$ cat config.mk
export PLATFORM = sky130hd
export DESIGN_NAME = led_serializer
export DESIGN_NICKNAME = d
export VERILOG_FILES = /design/src/rtl/led_serializer.sv
export SDC_FILE = /design/constraint.sdc
export NUM_CORES = 1
export LEC_CHECK = 0
export BUFFER_PORTS_ARGS = -buffer_cell sky130_fd_sc_hd__buf_2
export CORE_MARGIN = 2
export CORE_UTILIZATION = 49
export DETAILED_ROUTE_END_ITERATION = 6
export GPL_TIMING_DRIVEN = 0
export PLACE_DENSITY = 0.7
export SYNTH_ARGS = -nofsm -noshare
export SYNTH_HDL_FRONTEND = slang
export SYNTH_SLANG_ARGS = --single-unit
export TNS_END_PERCENT = 10
$ cat constraint.sdc
create_clock -name DCK -period 1.85 [get_ports DCK]
set_input_delay 0.2775 -clock DCK [delete_from_list [all_inputs] [get_ports DCK]]
set_output_delay 0.2775 -clock DCK [all_outputs]
set_load 0.01 [all_outputs]
$ cat src/rtl/led_serializer.sv
// rtl/led_serializer.sv - serializes 16-bit grayscale words onto DAI/DEN with a fixed inter-word gap
// Optional build macro LEDSER_MSB_FIRST_EN: shift MSB first instead of LSB first.
module led_serializer #(
  parameter int WORDS_PER_FRAME = 512,
  parameter int GAP_CYCLES      = 2
) (
  input  logic        DCK,
  input  logic        rst_n,
  input  logic [15:0] word_in,
  input  logic        word_valid,
  output logic        word_ready,
  input  logic        abort,
  output logic        DAI,
  output logic        DEN,
  output logic        frame_done,
  output logic [8:0]  word_idx
);

  typedef enum logic [1:0] {IDLE, SHIFT, GAP} state_t;

  localparam logic [8:0] LAST_IDX = 9'(WORDS_PER_FRAME - 1);
  localparam logic [3:0] GAP_LAST = 4'(GAP_CYCLES - 1);

  state_t      state_q;
  logic [15:0] sr_q;
  logic [15:0] sr_d;
  logic [15:0] sr_src;
  logic [3:0]  bit_cnt_q;
  logic [3:0]  gap_cnt_q;
  logic [8:0]  idx_q;
  logic        ready_q;
  logic        dai_q;
  logic        den_q;
  logic        done_q;
  logic        dai_d;
  logic        handshake;

  // abort masks ready in the same cycle so it always wins over a handshake
  assign word_ready = ready_q & ~abort;
  assign handshake  = word_valid & word_ready;

  assign DAI        = dai_q;
  assign DEN        = den_q;
  assign frame_done = done_q;
  assign word_idx   = idx_q;

  always_comb begin
    sr_src = (state_q == IDLE) ? word_in : sr_q;
`ifdef LEDSER_MSB_FIRST_EN
    dai_d  = sr_src[15];
    sr_d   = {sr_src[14:0], 1'b0};
`else
    dai_d  = sr_src[0];
    sr_d   = {1'b0, sr_src[15:1]};
`endif
  end

  always_ff @(posedge DCK or negedge rst_n) begin
    if (!rst_n) begin
      state_q   <= IDLE;
      sr_q      <= 16'h0000;
      bit_cnt_q <= 4'd0;
      gap_cnt_q <= 4'd0;
      idx_q     <= 9'd0;
      ready_q   <= 1'b0;
      dai_q     <= 1'b0;
      den_q     <= 1'b0;
      done_q    <= 1'b0;
    end else if (abort) begin
      state_q   <= IDLE;
      sr_q      <= 16'h0000;
      bit_cnt_q <= 4'd0;
      gap_cnt_q <= 4'd0;
      idx_q     <= 9'd0;
      ready_q   <= 1'b1;
      dai_q     <= 1'b0;
      den_q     <= 1'b0;
      done_q    <= 1'b0;
    end else begin
      done_q <= 1'b0;
      case (state_q)
        IDLE: begin
          ready_q <= 1'b1;
          if (handshake) begin
            state_q   <= SHIFT;
            ready_q   <= 1'b0;
            den_q     <= 1'b1;
            dai_q     <= dai_d;
            sr_q      <= sr_d;
            bit_cnt_q <= 4'd0;
          end
        end
        SHIFT: begin
          if (bit_cnt_q == 4'd15) begin
            state_q   <= GAP;
            den_q     <= 1'b0;
            dai_q     <= 1'b0;
            gap_cnt_q <= 4'd0;
          end else begin
            dai_q     <= dai_d;
            sr_q      <= sr_d;
            bit_cnt_q <= bit_cnt_q + 4'd1;
          end
        end
        GAP: begin
          if (gap_cnt_q == GAP_LAST) begin
            state_q <= IDLE;
            ready_q <= 1'b1;
            if (idx_q == LAST_IDX) begin
              idx_q  <= 9'd0;
              done_q <= 1'b1;
            end else begin
              idx_q <= idx_q + 9'd1;
            end
          end else begin
            gap_cnt_q <= gap_cnt_q + 4'd1;
          end
        end
        default: state_q <= IDLE;
      endcase
    end
  end

endmodule

# [After elaboration in Yosys (flattened, before gate mapping)]
# Cells that the tools add are included.
[totals] ff_bits=39 output_inout_bits=13 in_bits=20 word_cells=76
[op_classes] n_eq_ne=10 reduce_logical=13 n_bitwise=3 mux=38 add_sub_neg=3
[ops] operator="$mux W16" n=4
[ops] operator="$mux W9" n=4
[ops] operator="$pmux W16 S2" n=1
[ops] operator="$mux W4" n=6
[ops] operator="$pmux W4 S2" n=2
[ops] operator="$ne A3 B3 Y1 const B" n=5
[ops] operator="$mux W1" n=13
[ops] operator="$reduce_and A3 Y1" n=4
[ops] operator="$add A9 B1 Y9 const B" n=1
[ops] operator="$eq A9 B9 Y1 const B" n=1
[ops] operator="$reduce_bool A3 Y1" n=3
[ops] operator="$add A4 B1 Y4 const B" n=2
[ops] operator="$mux W2" n=4
[ops] operator="$pmux W1 S2" n=3
[ops] operator="$pmux W2 S3" n=1
[ops] operator="$reduce_and A2 Y1" n=3
[ops] operator="$eq A4 B1 Y1 const B" n=1
[ops] operator="$eq A4 B4 Y1 const B" n=1
[ops] operator="$reduce_bool A2 Y1" n=2
[ops] operator="$and A1 B1 Y1" n=2
[ops] operator="$eq A2 B1 Y1 const B" n=1
[ops] operator="$eq A2 B2 Y1 const B" n=1
[ops] operator="$logic_not A2 Y1" n=1
[ops] operator="$not A1 Y1" n=1

# [Depth between registers and ports, before layout]
# Gate-level depths: netlist (run 1).
[logic_depth] depth_word=6 mapped_depth=7 ltp_nobuf=7

# [Worst setup path before layout (run 1)]
# OpenSTA, ideal clock, no wires.
[synth_timing] path_kind="reg-to-reg" startpoint="register idx_q[0], in the netlist word_idx[0]" endpoint="register idx_q[3], in the netlist word_idx[3]" synth_period_minus_slack_ns=1.887 path_slack_ns=-0.037 path_buffers=0 t_arrival_ns=1.777 setup_ns=0.110 required_ns=1.740 path_stages_with_launch=8 cell_sequence="dfrtp_1 ha_1 nand3_1 nor3_1 ha_1 nor3b_2 nand2_1 o41ai_1"
[synth_between] elab_chain_len=5 elab_cells_between_ends=6 classes_between="add/sub (1); eq/ne (1); mux (4)"
[synth_lines] item="start: declaration" line_no="30" source="logic [8:0] idx_q;"
[synth_lines] item="start signal: assignment" line_no="113" source="idx_q <= idx_q + 9'd1;"
[synth_lines] item="$add A9 B1 Y9 / $eq A9 B9 Y1 (equally long branches)" line_no="113, 109"
[synth_lines] item="$mux W9 (*)" line_no="109" source="if (idx_q == LAST_IDX) begin"
[synth_lines] item="$mux W9 (*)" line_no="106" source="if (gap_cnt_q == GAP_LAST) begin"
[synth_lines] item="$mux W9 (*)" line_no="81" source="case (state_q)"
[synth_lines] item="$mux W9 (*)" line_no="69" source="end else if (abort) begin"
# Every way passes the cells marked *; elsewhere a longest branch is shown, timed or not. The select of a mux whose other input is x is not followed.
# A chain may end at the register's enable or synchronous reset.

# [Worst setup path after layout (run 1)]
[layout_timing] startpoint="register idx_q[0], in the netlist word_idx[0]" endpoint="register idx_q[7], in the netlist word_idx[7]"
# The elaborated chain is that of the path after synthesis.

==> impl_summary.md, run 1 <==
STA
The worst-case setup margin in the final layout is 42.7 ps. The worst-case clock skew is 8.62 ps. Setup repair after global routing could not meet its margin everywhere. The worst path needs 1810 ps of the cycle, external delays included. The slew at the pin with the worst max-slew slack is ~870 ps. In the finished design, the share of the clock period the worst path needs comes to 0.977.

The total count of hold-check failures in the final report was 0. In this run the tightest slew margin relative to its limit is 0.421. Based on the critical path, the design can be clocked at up to 553 MHz.

The post-route worst hold slack is 88.1 ps. The final count of pins violating max slew came to 0. The total setup violations reported at the end of the flow is 0.

Clock network
The clock buffer count from CTS is 5. After clock tree synthesis, the flow added hold-fix buffers numbering 0. The cell at the root of the clock tree is sky130_fd_sc_hd__clkbuf_8. After clock tree synthesis, the clock-pin slew on the worst setup and hold paths is approximately 80 ps. At the later pin of the worst-skew pair, clock insertion delay measures 300 ps.

The H-tree generated during clock tree synthesis spans 2 levels. The sink count of the clock tree is 38. In this run the deepest clock path goes through 2 buffers.

TritonCTS built the clock tree.

GRT
Global routing finished with a remaining overflow of 0. The number of antenna violations at the first check in global routing is 0. For this run, global-route usage on met1 was measured as 0.331. The number of global-route vias before repair was 1779. The global routing's busiest layer is met1. In the global route stage, met3 resource usage came out at 0.0563. The pin count of the biggest net entering global routing is 39. The global routing met2 resource utilization is 0.308. The first global-routing pass estimated 8850 µm of wire.

For this run, the total global-route usage over all layers was measured as 0.226.

Power
The share of power burned in the clock network is 0.413. The share of total power dissipated in combinational logic is 0.149. The cell internal power dissipation is 1.62 mW. The share of total power dissipated in sequential elements is 0.438.

The analysis attributes to net switching a power of between 500 and 600 µW. The maximum ir drop on the vdd rail is 0.422 mV. Of the total power, the share spent switching nets is 0.238. In this run the static leakage power is around 1.2 nW. The power density relative to cell area is between 700 and 800 mW/mm².

Setup path
The critical path endpoint category is a flip-flop. The startpoint of the most critical register-to-register path is word_idx[0]. STA classifies the critical path startpoint as a flip-flop.

The worst reg2reg path endpoint is word_idx[7]. The required time at the worst-slack endpoint is 2060 ps. Traced cell by cell, the critical path runs through ha_4, nand3_4, nor3_4, ha_4, buf_6, nor3b_4, buf_6, nand4_1, o211ai_1.

The endpoint arrival time on the critical path is 2020 ps. The master of the slowest instance on the critical path is sky130_fd_sc_hd__dfrtp_2. The largest single stage delay on the critical path is 450 ps. The start-to-end type of the worst setup path is flip-flop to flip-flop. The setup check on the worst reg-to-reg path leaves a slack of 40 ps. The number of cells on the worst reg-to-reg path is 9.

The highest fanout seen on the critical path is 5.

Logic synthesis
The area fraction in compound gates after synthesis is 0.212. The share of flip-flops with an asynchronous set or reset is 1.00. For this run, the number of Yosys warnings is 0.

The synthesized design contains 0 enable-type register cells. Sorting the synthesized cells by area gives the leading types as sky130_fd_sc_hd__dfrtp_1, sky130_fd_sc_hd__a21oi_1, sky130_fd_sc_hd__or3b_2. The top flip-flop cell by instance count after synthesis is sky130_fd_sc_hd__dfrtp_1. Counting every instance in the synthesized netlist gives ~220. The leading area contributor after synthesis is sky130_fd_sc_hd__dfrtp_1. The number of distinct library cells after synthesis is 45. The largest family of logic cells by synthesized area is compound AO/OA/AOI/OAI gates.

The area of the mapped netlist is 0.00223 mm². The post-synthesis mux area share is 0.0885. The area fraction in and, or, nand and nor cells after synthesis is 0.201. The number of flip-flops and latches in the synthesized netlist is 38. The sequential-to-total area share from yosys stat is 0.426.

When the netlist entered floorplanning its net count stood at 249. Of the total synthesized cell area, the portion taken by full adders, half adders and majority gates is 0.0280. Of the total synthesized cell area, the portion taken by XOR and XNOR cells is 0. The average instance in the mapped netlist occupies 9.97 µm². The share of the synthesized area in the top cell type is 0.426.

Placement
During placement, the flow inserted port buffers numbering 31. Routability-driven placement finished with a final weighted congestion of 0.796. Once placement completed, the tool counted placed cells totaling 307. The HPWL after detailed placement is 3590 µm. Before CTS, the worst setup slack after placement is -291 ps.

Detailed routing
The total number of vias is 1957. The number of DRC markers in iteration 0 is 206. The number of detailed-routing iterations run before antenna repair is 4.

The routed wire length per instance is 17.3 µm. After detailed routing, the number of vias per cell comes to 6.04. The detail route stage leaves a number of antenna-violating nets equal to 0.

In the routed design, unresolved DRC markers number 0. The routed wire length is 5620 µm.

Floorplanning
The floorplan has 24 rows. The placeable core region is 0.00438 mm². The count of pins on the block boundary is 33. The initial utilization of the core area, before any placement, comes to 0.509.

The overall die width is 71.5 µm. The floorplan step defined a die boundary enclosing 0.00511 mm². The die is 71.5 µm tall.

Final layout
0 antenna diodes ended up in the layout. The fraction of layout cells with a size suffix above 1 is 0.342. Relative to the synthesized area, the layout overhead comes to 23.0%. The core utilization of the finished layout is 0.626.

The final-stage net count is 296. The finished layout holds 324 standard cells, fillers aside.

Min path
The min-delay analysis places its worst path in the category input pin to async pin.

Outcome
The run finished with clean final reports.

Flow run
Max-cap violations in this run came to 0.
## cells in the mapped netlist, drive strengths merged, types with 2 or more instances
master and number:
or3 4, o41ai 2, nand4b 2, nor3 3
nor2b 3, or4 2, clkbuf 15, ha 5
o211ai 5, o311ai 2, dfrtp 38, a21oi 27
o21ai 24, nor3b 2, nor2 4, nand4 4
o2111ai 2, inv 8, o31ai 3, nand2 5
mux2 14, and3b 3, o21bai 2, nand3 8
and3 2, a31oi 4, nand2b 2, or3b 15
## state kept, by name, indices dropped and copies added (netlist names)
signal,count
DAI,1
DEN,1
bit_cnt_q,4
frame_done,1
gap_cnt_q,4
ready_q,1
sr_q,15
state_q,2
word_idx,9
## cell families (layout without fill, tap and decap cells)
group	after synthesis	after routing
AOI/OAI and AO/OA	77	77
adders and majority gates	5	5
buffers and inverters	24	72
DFF	38	38
muxes	15	15
and+or+nand+nor	65	65
## how the worst max path moves through the flow
stage                start          end  slack, ps  depth (start not counted)
5_1_grt        word_idx[0]  word_idx[6]        -40                          9
2_1_floorplan  word_idx[0]  word_idx[3]          8                          7
3_5_place_dp   word_idx[0]  word_idx[3]       -290                          7
6_report       word_idx[0]  word_idx[7]         40                          9
4_1_cts        word_idx[0]  word_idx[7]        -50                          9
3_3_place_gp   word_idx[0]  word_idx[3]       -300                          7
## routing by layer
layer,up-vias,share of wire,routed length [µm]
met5,-,0,0
met4,0,0.021,118
met3,12,0.056,316
met2,58,0.44,2490
met1,939,0.48,2690
li1,948,-,-
## worst max-delay path: cells and delay by family, from the launching register on
| family | cells | cell delay, ps |
|---|---|---|
| AOI/OAI and AO/OA | 1 | 190 |
| adders and majority gates | 2 | 350 |
| buffers and inverters | 2 | 270 |
| DFF | 1 | 450 |
| and+or+nand+nor | 4 | 450 |
## repair_timing
action	CTS	global route
pin swaps	7	5
resized for setup	9	16
setup endpoints to repair	17	28
buffers inserted	5	4
hold endpoints to repair	0	0
## cells in the final DEF (no fill, tap or decap), drive strengths merged, types with 8 or more instances in the layout
cell type,n
clkbuf,21
buf,41
nand3,8
a21oi,27
or3b,15
o21ai,24
inv,8
dfrtp,38
mux2,14
## final cells by class
type | instances | area (µm²)
flip-flops and latches | 38 | 952
inverters | 8 | 30.0
fillers | 373 | 1640
clock buffers | 6 | 82.6
clock inverters | 2 | 60.1
well taps | 52 | 65.1
repair buffers | 40 | 230
plain buffers | 16 | 77.6
multi-input cells | 162 | 1250
## power by group through the flow
stage	Combinational (mW)	Sequential [mW]	Clock, mW
floorplan	0.211	0.942	0
global placement	0.304	0.944	0
detailed placement	0.309	0.947	0
CTS	0.318	0.932	0.903
global route	0.352	0.940	0.924
finish	0.318	0.933	0.880
## stage by stage
stage / area (µm²) / power, mW / TNS (ps)
after detailed placement: 2450 / 1.26 / -1750
after CTS: 2680 / 2.15 / -113
after floorplan: 2230 / 1.15 / 0
final: 2750 / 2.13 / 0
after global placement: 2450 / 1.25 / -1870
after global routing: 2750 / 2.22 / -152
(Power assumes the default switching activity.)
==> inputs of run 2 (changes only) <==
--- a/config.mk
+++ b/config.mk
@@ -11,6 +11,8 @@
 export DETAILED_ROUTE_END_ITERATION = 6
 export GPL_TIMING_DRIVEN = 0
 export PLACE_DENSITY = 0.7
+export RECOVER_POWER = 100
+export REMOVE_ABC_BUFFERS = 1
 export SYNTH_ARGS = -nofsm -noshare
 export SYNTH_HDL_FRONTEND = slang
 export SYNTH_SLANG_ARGS = --single-unit
==> run 2 against run 1 <==
  * Sequential share of layout area grew 1.4 points
  * Wire length decreased by 5.5%
  * Cell area is 3.1% lower
  * Clock skew increased by 0.63 ps
  * Utilization shrank 1.9 points
  * Critical endpoint is now word_idx[3]
==> impl_summary.md, run 2 (synthesized netlist as in run 1, its figures left out) <==
GRT
The met1 layer usage reported by global route is 0.262. The first global-routing pass estimated 8190 µm of wire. For met2 alone, demand over resource in global routing was 0.324. The global-route usage over all layers is 0.199. The number of antenna violations at the first check in global routing is 0. The met3 routing resource usage after global routing is 0.0520. The total congestion overflow is 0. Entering global routing, the biggest net connects 42 pins. The number of global-route vias before repair came to about 1800. After global routing, the most crowded layer is met2.

STA
The total count of hold-check failures in the final report is 0. The worst-case setup margin in the final layout is 54.1 ps. The slew at the pin with the worst max-slew slack is 936 ps. Setup repair after global routing could not meet its margin everywhere. Setup violations remaining at the end of the flow were counted as 0. The part of the cycle the worst path needs is 0.971. Summed over all failing endpoints, the final setup total negative slack is 0 ps. The worst-case clock skew is 9.25 ps. The maximum operating frequency is 557 MHz.

The final count of pins violating max slew came to 0. The minimum period implied by the final worst setup slack is 1800 ps. Headroom to the max-slew limit came out at 0.376.

Outcome
The flow ran to the end, and the final reports show no timing, DRC or antenna violations.

Setup path
In this design, the stage delay of the slowest critical-path cell is 440 ps. Counting both buffers and inverters, the worst setup path holds a total of 0. STA classifies the critical path startpoint as a flip-flop. The worst setup path is of the flip-flop to flip-flop kind. STA classifies the critical path endpoint as a flip-flop.

In this run the worst path has a maximum fanout of 7. The family with the most delay on the worst path is compound AO/OA/AOI/OAI gates. At the worst endpoint, the required time is 1990 ps.

Counting stages on the worst path, the most repeated cell is sky130_fd_sc_hd__ha_4. The endpoint arrival time on the critical path is 1940 ps. The master of the slowest instance on the critical path is sky130_fd_sc_hd__dfrtp_2.

The critical path goes through ha_4, nand3_4, nor3_2, ha_4, a31oi_1, o311ai_1, o41ai_2.

Detailed routing
The count of nets left with antenna violations once routing finished came out at 0. The routed wire length is 5310 µm. The number of DRC markers in iteration 0 is 180.

For this run, the detailed router's first-pass iteration total came to 4. The routed wire length per instance is about 17 µm. Using the TritonRoute via totals, the vias-per-cell ratio works out to 6.15.

The total number of vias is 1908. In the routed design, unresolved DRC markers number 0.

Power
The combinational power share is 0.162. The power density relative to cell area is 677 mW/mm². The cell internal power dissipation is 1.33 mW.

Of the total power, the clock network draws 0.312. Of the total power, registers draw 0.525. The switching share of power is 0.261. In this run the power spent charging and discharging nets is 471 µW. VDD sags by at most 0.394 mV.

In this run the static leakage power is 1.12 nW.

Final layout
The final antenna diode count is 0. The final-stage net count is between 200 and 300. The fraction of layout cells with a size suffix above 1 is 0.337. In the layout the commonest cells are sky130_fd_sc_hd__dfrtp_1, sky130_fd_sc_hd__a21oi_1, sky130_fd_sc_hd__o21ai_0, sky130_fd_sc_hd__buf_2, sky130_fd_sc_hd__or3b_2. The number of flip-flops in the largest register is 15. The leading cell type in the layout, fill and taps excluded is sky130_fd_sc_hd__dfrtp_1. The most flop-heavy register is sr_q. After filler insertion, the fill cell instance count of the layout stands at roughly 380.

The number of non-filler instances in the completed layout is 310. The core utilization of the finished layout is 0.607. Relative to the synthesized area, the layout overhead comes to 19.2%.

Clock network
The maximum clock insertion buffer count is 2. The clock buffer count from CTS is 5. The sink count of the clock tree is 38. The number of buffers added to fix hold violations after cts is 0. The clock slew seen by the registers of the worst setup and hold paths is 70 ps. The cell at the root of the clock tree is sky130_fd_sc_hd__clkbuf_8. The CTS tree is built. The depth of the CTS H-tree is 2. The clock latency of the later-clocked register in the worst-skew pair is 280 ps.

Floorplanning
Row generation in the floorplan step produced 24 rows. The overall die width is 71.5 µm. During I/O placement, the number of pins put on the boundary was 33.

From bottom edge to top edge, the die measures around 72 µm. The initial core utilization is 0.509. The die covers 0.00511 mm². The region available for standard cell placement spans 0.00438 mm².

Placement
During placement, the flow inserted port buffers numbering 32. The number of cells after detailed placement is 292. OpenSTA, run right after detailed placement, puts the worst setup slack at -979 ps. The wire-length estimate of the detail-placed layout is roughly 2900 µm.

The congestion estimate from routability-driven global placement came to just under 0.8.

Min path
The class of the worst hold path is input pin to async pin.

Flow run
The count of maximum capacitance violations is 0.
## run 2: cell count changes in the layout (fill, tap and decap cells not counted), moves of 2 or more
cell	before	now
sky130_fd_sc_hd__dfrtp_1	37	35
sky130_fd_sc_hd__dfrtp_4	0	2
sky130_fd_sc_hd__bufinv_16	2	0
sky130_fd_sc_hd__clkbuf_2	5	1
sky130_fd_sc_hd__clkbuf_1	10	7
sky130_fd_sc_hd__buf_2	31	24
## run 2: what timing repair did
item,4_1_cts,5_1_grt
endpoints found under the setup margin,32,15
resized for setup,14,8
pin swaps,3,4
cloned,0,1
setup buffers,4,7
## run 2: layout make-up
type | instances | area [µm²] | share of cell area
clock buffers | 6 | 82.6 | 0.0310
flip-flops and latches | 38 | 960 | 0.360
repair buffers | 43 | 258 | 0.0968
multi-input cells | 163 | 1270 | 0.476
well taps | 52 | 65.1 | 0.0244
inverters | 8 | 30.0 | 0.0113
## run 2: power by group through the flow
stage	Combinational (mW)	Sequential (mW)	Clock, mW
after floorplan	0.179	0.953	0
after global placement	0.268	0.961	0
after detailed placement	0.274	0.965	0
after CTS	0.300	0.945	0.568
after global routing	0.325	0.955	0.604
final	0.293	0.947	0.563
## run 2: stage by stage
| stage | hold slack [ps] | instance area, µm² | total power [mW] |
|---|---|---|---|
| global route | 214 | 2660 | 1.88 |
| floorplan | -18.1 | 2160 | 1.13 |
| finish | 119 | 2660 | 1.80 |
| detailed placement | 439 | 2390 | 1.24 |
| global placement | 438 | 2390 | 1.23 |
| CTS | 135 | 2550 | 1.81 |
## run 2: worst reg2reg max path: cells and delay by family (launching register included)
kind	cells	cell delay, ps
flip-flops	1	440
adder cells (fa/ha/maj)	2	390
AND/OR/NAND/NOR	2	320
AO/OA/AOI/OAI	3	500
## run 2: path summary, 6_finish.rpt
check / cells past startpoint / slack (ps) / end / from
max: 7 / 50 / word_idx[3] / word_idx[0]
min: 1 / 120 / word_idx[6] / rst_n
max reg2reg: 7 / 50 / word_idx[3] / word_idx[0]
min reg2reg: 1 / 500 / sr_q[0] / sr_q[0]
max in group asynchronous: 1 / 1050 / state_q[0] / rst_n
min in group DCK: 3 / 290 / sr_q[14] / word_in[15]
## run 2: routing by layer
metal  share of wire  up-vias
met5               0        -
met4          0.0055        0
met3           0.066        4
met2            0.50       66
met1            0.43      926
li1                -      912
==> inputs of run 3 (changes only) <==
--- a/config.mk
+++ b/config.mk
@@ -10,9 +10,10 @@
 export CORE_UTILIZATION = 49
 export DETAILED_ROUTE_END_ITERATION = 6
 export GPL_TIMING_DRIVEN = 0
-export PLACE_DENSITY = 0.7
+export PLACE_DENSITY = 0.67
 export RECOVER_POWER = 100
 export REMOVE_ABC_BUFFERS = 1
+export SKIP_LAST_GASP = 1
 export SYNTH_ARGS = -nofsm -noshare
 export SYNTH_HDL_FRONTEND = slang
 export SYNTH_SLANG_ARGS = --single-unit
==> constraint.sdc (replaced) <==
create_clock -name DCK -period 1.9 [get_ports DCK]
set_input_delay 0.285 -clock DCK [delete_from_list [all_inputs] [get_ports DCK]]
set_output_delay 0.285 -clock DCK [all_outputs]
set_load 0.01 [all_outputs]
==> run 3 against run 2 <==
  * Power is 2.2% higher
  * Clock power rose by 15%
  * Utilization fell by 1.9 points
  * Critical path type unchanged
  * Largest power group unchanged
  * Highest routed layer unchanged
==> impl_summary.md, run 3 (synthesized netlist as in run 1, its figures left out) <==
GRT
The global routing met2 resource utilization is 0.329. For this run the aggregate overflow at the end of global routing stands at 0. In the global route stage, met3 resource usage came out at 0.0422. For this run, the total global-route usage over all layers was measured as 0.196. The wire length of the first global-routing pass is ~8000 µm. The number of antenna violations at the first check in global routing came to 0. After global routing, the most crowded layer is met2. For met1 alone, demand over resource in global routing was 0.257. The pin count of the biggest net entering global routing is between 40 and 50.

The number of global-route vias before repair was ~1800.

Clock network
After clock tree synthesis, the clock-pin slew on the worst setup and hold paths is 70 ps. The number of buffers added to fix hold violations after cts is 0. The depth of the CTS H-tree is 2.

The tree is rooted in a sky130_fd_sc_hd__clkbuf_8. The CTS tree is built. CTS saw 38 sinks. The clock latency of the later-clocked register in the worst-skew pair is 280 ps. TritonCTS created 5 clock buffers.

Counting along the longest clock path gives a buffer depth of 2.

Power
The switching share of power is 0.251. In this run the power density over the cells is 714 mW/mm². VDD sags by at most 0.457 mV. The cell internal power dissipation is around 1.4 mW.

Of the total power, registers draw 0.504. For this design the total switching power over the nets is 462 µW. For this design the static power due to leakage is 1.10 nW.

The share of power burned in the clock network is 0.351. Of the total power, combinational logic draws 0.145.

Flow run
The tool flagged a number of max-cap violations equal to 0.

Setup path
The critical path endpoint category is a flip-flop. For the worst setup path, the data arrival time is 2030 ps. Measured in cells, the most critical reg-to-reg path has a length of 4. Broken down by cell family, the worst path's largest delay share belongs to flip-flops. Of all nets on the critical path, the largest fanout is 42. The startpoint of the most critical register-to-register path is state_q[0].

The worst register-to-register path has a setup slack of 40 ps. The critical path's largest stage delay is 670 ps. Counting both buffers and inverters, the worst setup path holds a total of 1. The critical path starts at state_q[0]. The worst reg2reg path endpoint is sr_q[1]. Data on the critical path is required at its endpoint by 2070 ps. For this design, the slowest cell found on the critical path is sky130_fd_sc_hd__dfrtp_4. The critical path in this run is classified as flip-flop to flip-flop. The critical path goes through and4bb_4, a211oi_4, buf_12, mux2_2. The critical path startpoint category is a flip-flop.

Final layout
The fraction of layout cells with a size suffix above 1 is 0.324. The register with the most flip-flops in the layout has 15 of them. In the layout the commonest cells are sky130_fd_sc_hd__dfrtp_1, sky130_fd_sc_hd__a21oi_1, sky130_fd_sc_hd__buf_2. Counting flops per register, the top entry is sr_q.

For this run, the share of the core covered by cells in the final layout is 0.588. The number of non-filler instances in the completed layout is between 300 and 400. The synthesis-to-layout area growth is 15.5%.

The number of antenna diodes in the final layout is 0. The net count of the finished layout is 277. The leading cell type in the layout, fill and taps excluded is sky130_fd_sc_hd__dfrtp_1.

STA
Based on the critical path, the design can be clocked at up to 537 MHz. The aggregate negative setup slack is 0 ps. The post-route worst hold slack is 131 ps. The worst-case clock skew is 4.29 ps. The final count of pins violating max slew was 0. Setup repair after global routing could not meet its margin everywhere. The total count of hold-check failures in the final report is 0. Setup violations remaining at the end of the flow were counted as 0. Of the available clock period, the critical path in the final layout requires 0.979. The slew at the pin with the worst max-slew slack is 936 ps. The worst slew margin relative to its limit is 0.376.

The minimum period implied by the final worst setup slack is roughly 1900 ps.

Min path
The class of the worst hold path is input pin to async pin.

Floorplanning
The initial utilization of the core area, before any placement, comes to 0.509. Row generation in the floorplan step produced 24 rows. The chip height is 71.5 µm. The total die area is around 0.005 mm².

The count of pins on the block boundary is 33. The placeable core region is 0.00438 mm². Measured along the x axis, the die boundary spans 71.5 µm.

Detailed routing
The final routed DRC violation total is 0. The remaining antenna violation count after routing is 0. After the first detailed-routing iteration, the DRC count stood at 79. The total number of vias is 1814.

The number of detailed-routing iterations run before antenna repair is 4. The routed wire length per instance is 15.4 µm. Using the TritonRoute via totals, the vias-per-cell ratio works out to just under 6.

The routed wire length is 4710 µm.

Placement
The total of buffers placed on input and output ports is 32. The global placement routability congestion is roughly 0.74. Counting tap cells, the placed design contains a total of 292 instances. The HPWL after detailed placement is 2770 µm.

Outcome
The flow ran to the end, and the final reports show no timing, DRC or antenna violations.
==> run 3: cell types whose count changed in the layout (fill, tap and decap cells not counted), moves of 2 or more <==
cell	change
sky130_fd_sc_hd__buf_6	-3
sky130_fd_sc_hd__clkbuf_8	+2
sky130_fd_sc_hd__buf_2	+2
sky130_fd_sc_hd__ha_2	+2
sky130_fd_sc_hd__buf_4	-3
sky130_fd_sc_hd__clkbuf_1	-2
sky130_fd_sc_hd__ha_4	-2
==> run 3: layout make-up <==
type,count,area (µm²)
multi-input cells,162,1210
fillers,402,1800
clock buffers,8,110
inverters,8,30.0
flip-flops and latches,38,961
well taps,52,65.1
repair buffers,37,204
==> run 3: repair_timing <==
item	in CTS	in global routing
buffers inserted	2	3
setup endpoints to repair	32	25
pin swaps	2	1
resized for setup	7	8
hold endpoints to repair	0	0
==> run 3: per-stage QoR <==
step | worst slack (ps) | power [mW] | cell area (µm²)
finish | 39.4 | 1.84 | 2580
global route | -22.8 | 1.93 | 2580
CTS | -66.2 | 1.87 | 2540
detailed placement | -924 | 1.20 | 2390
global placement | -891 | 1.20 | 2390
floorplan | -380 | 1.10 | 2160
==> run 3: worst max-delay path by stage <==
stage / cells past startpoint / end / slack [ps]
after global routing: 7 / word_idx[2] / -20
after CTS: 7 / word_idx[3] / -70
after global placement: 3 / sr_q[13] / -890
after detailed placement: 3 / sr_q[13] / -920
final: 4 / sr_q[1] / 40
after floorplan: 3 / sr_q[0] / -380
==> run 3: power by group through the flow <==
stage | registers [mW] | logic (mW) | clock network [mW]
2_1_floorplan | 0.928 | 0.174 | 0
5_1_grt | 0.937 | 0.301 | 0.690
3_5_place_dp | 0.938 | 0.266 | 0
4_1_cts | 0.925 | 0.273 | 0.667
6_report | 0.927 | 0.267 | 0.647
3_3_place_gp | 0.937 | 0.261 | 0
==> run 3: routing by layer <==
metal,vias up,part of all wire
met2,47,0.48
met1,864,0.47
met5,-,0
met4,0,0.0076
met3,4,0.048
li1,899,-
